--- config.mk ---
export PLATFORM = sky130hd
export DESIGN_NAME = axi_noc_wr_master
export DESIGN_NICKNAME = d
export VERILOG_FILES = /design/src/rtl/axi_noc_wr_master.sv
export SDC_FILE = /design/constraint.sdc
export NUM_CORES = 1
export LEC_CHECK = 0
export BUFFER_PORTS_ARGS = -buffer_cell sky130_fd_sc_hd__buf_4
export CAP_MARGIN = 40
export CORE_MARGIN = 10
export CORE_UTILIZATION = 47
export DETAILED_ROUTE_END_ITERATION = 10
export PLACE_DENSITY = 0.8
export SYNTH_ARGS = -nofsm -noshare
export SYNTH_HDL_FRONTEND = slang
export SYNTH_SLANG_ARGS = --single-unit
--- constraint.sdc ---
create_clock -name aclk -period 2.3 [get_ports aclk]
set_input_delay 0.345 -clock aclk [delete_from_list [all_inputs] [get_ports aclk]]
set_output_delay 0.345 -clock aclk [all_outputs]
set_load 0.05 [all_outputs]
--- src/rtl/axi_noc_wr_master.sv ---
// axi_noc_wr_master
// NoC egress to AXI4 write master. Each ejected packet (one header flit and
// then len+1 payload flits) is replayed as one INCR write burst. Only one
// transaction is outstanding at a time, and the phases run strictly AW, W, B.
//
// Ports:
//   aclk, arstn         clock, asynchronous active-low reset
//   pkt_*               NoC ejection flit stream (valid/ready, head flag, data)
//   aw*                 AXI write-address channel (burst/size/id are constants)
//   w*                  AXI write-data channel, passed straight through from pkt_*
//   b*                  AXI write-response channel
//   busy                high whenever a packet is in flight
//   err_cnt, drop_cnt   saturating counts of bad responses / dropped flits
module axi_noc_wr_master #(
   parameter int               ADDR_W = 32,
   parameter int               DATA_W = 32,
   parameter int               ID_W   = 4,
   parameter logic [ID_W-1:0]  TXN_ID = '0
) (
   input  logic                aclk,
   input  logic                arstn,
   input  logic                pkt_valid,
   output logic                pkt_ready,
   input  logic                pkt_head,
   input  logic [DATA_W-1:0]   pkt_data,
   output logic                awvalid,
   input  logic                awready,
   output logic [ADDR_W-1:0]   awaddr,
   output logic [7:0]          awlen,
   output logic [2:0]          awsize,
   output logic [1:0]          awburst,
   output logic [ID_W-1:0]     awid,
   output logic                wvalid,
   input  logic                wready,
   output logic [DATA_W-1:0]   wdata,
   output logic [DATA_W/8-1:0] wstrb,
   output logic                wlast,
   input  logic                bvalid,
   output logic                bready,
   input  logic [1:0]          bresp,
   input  logic [ID_W-1:0]     bid,
   output logic                busy,
   output logic [7:0]          err_cnt,
   output logic [7:0]          drop_cnt
);

   localparam int SIZE_I = $clog2(DATA_W/8);

   typedef enum logic [1:0] {IDLE, AW, W, B} state_t;

   state_t            state;
   logic [7:0]        beat_cnt;
   logic [ADDR_W-1:0] hdr_addr;
   logic [7:0]        hdr_len;
   logic              w_fire;

   function automatic logic [7:0] sat_inc(input logic [7:0] v);
      return (v == 8'hFF) ? v : v + 8'd1;
   endfunction

   // A 32-bit flit has no room for a full address plus a length, so the
   // header packs the length into the low byte and implies 256-byte alignment.
   generate
      if (DATA_W == 32) begin : g_hdr32
         assign hdr_addr = ADDR_W'({pkt_data[31:8], 8'h00});
         assign hdr_len  = pkt_data[7:0];
      end else begin : g_hdr_wide
         assign hdr_addr = pkt_data[ADDR_W-1:0];
         assign hdr_len  = pkt_data[ADDR_W+7:ADDR_W];
      end
   endgenerate

   assign awsize  = SIZE_I[2:0];
   assign awburst = 2'b01;
   assign awid    = TXN_ID;
   assign wstrb   = '1;

   // W phase is a direct pass-through: the flit stream drives the W channel
   // and wready back-pressures the NoC with no buffering in between.
   assign wvalid    = (state == W) && pkt_valid;
   assign wdata     = pkt_data;
   assign wlast     = (state == W) && (beat_cnt == 8'd0);
   assign pkt_ready = (state == IDLE) || ((state == W) && wready);
   assign w_fire    = wvalid && wready;

   always_ff @(posedge aclk or negedge arstn) begin
      if (!arstn) begin
         state    <= IDLE;
         awvalid  <= 1'b0;
         bready   <= 1'b0;
         busy     <= 1'b0;
         awaddr   <= '0;
         awlen    <= '0;
         beat_cnt <= '0;
         err_cnt  <= '0;
         drop_cnt <= '0;
      end else begin
         case (state)
            IDLE: begin
               if (pkt_valid) begin
                  if (pkt_head) begin
                     awaddr   <= hdr_addr;
                     awlen    <= hdr_len;
                     beat_cnt <= hdr_len;
                     awvalid  <= 1'b1;
                     busy     <= 1'b1;
                     state    <= AW;
                  end else begin
                     drop_cnt <= sat_inc(drop_cnt);
                  end
               end
            end
            AW: begin
               if (awready) begin
                  awvalid <= 1'b0;
                  state   <= W;
               end
            end
            W: begin
               // beat_cnt counts remaining beats down to 0 and is only
               // decremented on non-last beats, so len=255 never wraps.
               if (w_fire) begin
                  if (beat_cnt == 8'd0) begin
                     bready <= 1'b1;
                     state  <= B;
                  end else begin
                     beat_cnt <= beat_cnt - 8'd1;
                  end
               end
            end
            B: begin
               if (bvalid) begin
                  if ((bresp != 2'b00) || (bid != TXN_ID))
                     err_cnt <= sat_inc(err_cnt);
                  bready <= 1'b0;
                  busy   <= 1'b0;
                  state  <= IDLE;
               end
            end
            default: state <= IDLE;
         endcase
      end
   end

endmodule

==> flow_metrics.env <==
export IMPL_outcome="finished clean"
export IMPL_port_buffers=130
export IMPL_hold_class="in2async"
export IMPL_synth_top_area_share_pct=46.4
export IMPL_dr_total_vias=2437
export IMPL_stdcell_count=502
export IMPL_viasPerCell=4.85
export IMPL_cts_setup_buffers=0
export IMPL_dp_slack_ns=0.306
export IMPL_synth_avg_cell_area_um2=10.9
export IMPL_reg2reg_to="beat_cnt[5]"
export IMPL_root_buffer="clkbuf_8"
export IMPL_synth_seq_cells=61
export IMPL_ir_drop_mv=0.826
export IMPL_p_leak_nw=2.13
export IMPL_wire_per_inst_um=16.1
export IMPL_num_rows=30
export IMPL_syn_cell_area_mm2=0.00329
export IMPL_ys_warn_count=0
export IMPL_hold_viol_final=0
export IMPL_tns_ns=0
export IMPL_end_kind="output pin"
export IMPL_drt_pass1_iter_count=4
export IMPL_clock_sink_count=61
export IMPL_wirelength_mm=8.09
export IMPL_endpoint="wlast"
export IMPL_power_density_mw_per_mm2=1520
export IMPL_synth_flop_cell="dfrtp_1"
export IMPL_timing_rr_start="state[0]"
export IMPL_dp_cells=486
export IMPL_synth_largest_area_cell="dfrtp_1"
export IMPL_finish_utilization_pct=63.1
export IMPL_ios=152
export IMPL_worstSetupPathType="reg2out"
export IMPL_finalInstanceArea_mm2=0.00429
export IMPL_syn_inst=301
export IMPL_drc=0
export IMPL_rsz0062_at_grt="false"
export IMPL_antenna_found_initial=0
export IMPL_yosys_top_cells_area="dfrtp_1, buf_4, mux2_2"
export IMPL_min_period_ns=2.10
export IMPL_first_iter_violations=88
export IMPL_relSlewSlack_pct=48.7
export IMPL_grt_pass1_wl_mm=13.2
export IMPL_htreeDepth=3
export IMPL_fin_nets=455
export IMPL_dp_hpwl_mm=6.38
export IMPL_core_area_mm2=0.00679
export IMPL_die_h_um=104
export IMPL_rr_worst_depth=6
export IMPL_start_util_pct=48.4
export IMPL_synth_edf_count=0
export IMPL_grt_max_degree=62
export IMPL_clk_latency_ns=0.33
export IMPL_ys_top_cells_by_count="dfrtp_1, buf_4, mux2_2, nand2_1"
export IMPL_clk_path_buf_depth=2
export IMPL_ant_nets=0
export IMPL_synth_most_common_cell="dfrtp_1"
export IMPL_cts_buffers=9
export IMPL_finalSetupViolCount=0
export IMPL_dpl_instance_area_mm2=0.00406
export IMPL_required_ns=1.96
export IMPL_fin_skew_ns=0.00812
export IMPL_place_gp_congestion=0.929
export IMPL_dieArea_mm2=0.0107
export IMPL_ff2ff_setup_slack_ns=0.38
export IMPL_cp_max_fo=5
export IMPL_area_delta_synth_final_pct=30.4
export IMPL_drive_gt1_share_pct=47.0
export IMPL_antenna_cells=0
export IMPL_final_max_slew_violation_count=0
export IMPL_synth_cell_types=46
export IMPL_die_w_um=104
export IMPL_maxClockFrequency_mhz=475
export IMPL_grt_pass1_vias=2527
export IMPL_synthArstFlopShare_pct=100
export IMPL_layout_worst_path_cycle_share_pct=91.5
export IMPL_grt_ovfl_total=0
export IMPL_ys_seq_area_share_pct=46.4
export IMPL_clk_pin_slew_ns=0.07
export IMPL_arrival_ns=1.76
export IMPL_grt_total_usage_pct=14.7
export IMPL_setup_worst_path_start_class="flip-flop"
export IMPL_cts_tree="yes"
export IMPL_worst_slew_pin_slew_ns=0.770
export IMPL_worst_slack_ns=0.196
export IMPL_holdBufCountCts=0
export IMPL_cap_violations=0
export IMPL_crit_start="beat_cnt[0]"
-- cell usage in the layout, fill, tap and decap left out, types with 2 or more instances in the layout --
cell,Yosys,routed
a211oi_1,2,2
a21o_1,2,2
a21oi_1,7,7
a31oi_1,2,2
and2_1,2,2
and4_1,3,3
buf_4,53,131
clkbuf_8,0,12
clkinv_2,0,3
conb_1,2,21
dfrtp_1,61,61
ha_1,9,9
inv_1,8,8
mux2_1,2,2
mux2_2,33,33
mux2i_1,4,4
nand2_1,21,21
nand2b_1,2,2
nand3_1,10,8
nand3_2,0,2
nand4_1,3,3
nor2_1,5,5
nor3_1,10,10
nor4_1,4,4
o21ai_0,10,10
o31ai_1,4,4
or3_1,2,2
xnor2_1,4,4
xor2_1,7,7
-- registers in the layout, indices dropped and copies added (netlist names) --
| signal | cells |
|---|---|
| drop_cnt | 8 |
| err_cnt | 8 |
| busy | 1 |
| bready | 1 |
| awaddr | 24 |
| awvalid | 1 |
| awlen | 8 |
| beat_cnt | 8 |
| state | 2 |
-- worst min-delay path by stage --
stage,depth (start not counted),slack (ns),from,end
after detailed placement,1,0.48,arstn,awlen[0]
final,1,0.08,arstn,awlen[0]
after global routing,1,0.13,arstn,awlen[0]
after CTS,1,0.12,arstn,awlen[0]
after global placement,1,0.47,arstn,awlen[5]
after floorplan,0,0.05,arstn,awaddr[10]
-- area by class of cell --
class	count	area (µm²)
Fill cell	576	2510
Sequential cell	61	1530
Multi-Input combinational cell	187	1390
Timing Repair Buffer	132	1000
Clock buffer	12	165
Tap cell	96	120
Clock inverter	4	45.0
Inverter	10	37.5
-- metal layers --
layer	wire, µm	global-route usage (%)	up-vias
met2	4030	24.6	99
met1	3320	17.0	1151
met5	0	0	-
met4	77	3.38	0
li1	-	-	1180
met3	656	6.38	7
-- stage by stage --
stage,hold slack [ns],power (mW)
after floorplan,0.0494,4.49
after global placement,0.470,5.47
after detailed placement,0.477,5.56
after CTS,0.122,6.57
after global routing,0.132,6.89
final,0.0786,6.52
-- power breakdown --
| part | internal [mW] | switching [mW] | leakage [nW] |
|---|---|---|---|
| combinational | 1.21 | 2.41 | 1.28 |
| sequential | 1.54 | 0.369 | 0.746 |
| clock | 0.584 | 0.400 | 0.112 |
-- what timing repair did --
item                                   4_1_cts  5_1_grt
resized for setup                            1        2
endpoints found under the hold margin        0        0
setup endpoints to repair                    1        1
-- critical path, cell delays in order, from the launching register on --
cell	delay [ns]
dfrtp_1	0.39
inv_1	0.10
ha_1	0.16
nor4b_4	0.26
nand3_2	0.19
inv_2	0.11
buf_4	0.20
-- cell families after synthesis --
kind of cell	count (synthesis)	synth area share, %
DFF	61	46.4
and+or+nand+nor	71	11.6
xor gates and xnor gates	11	2.93
buffers and inverters	72	14.3
AOI/OAI and AO/OA	35	7.53
muxes	40	13.7
other	2	0.228
adders and majority gates	9	3.42
Power figures use the tool's default switching activity.
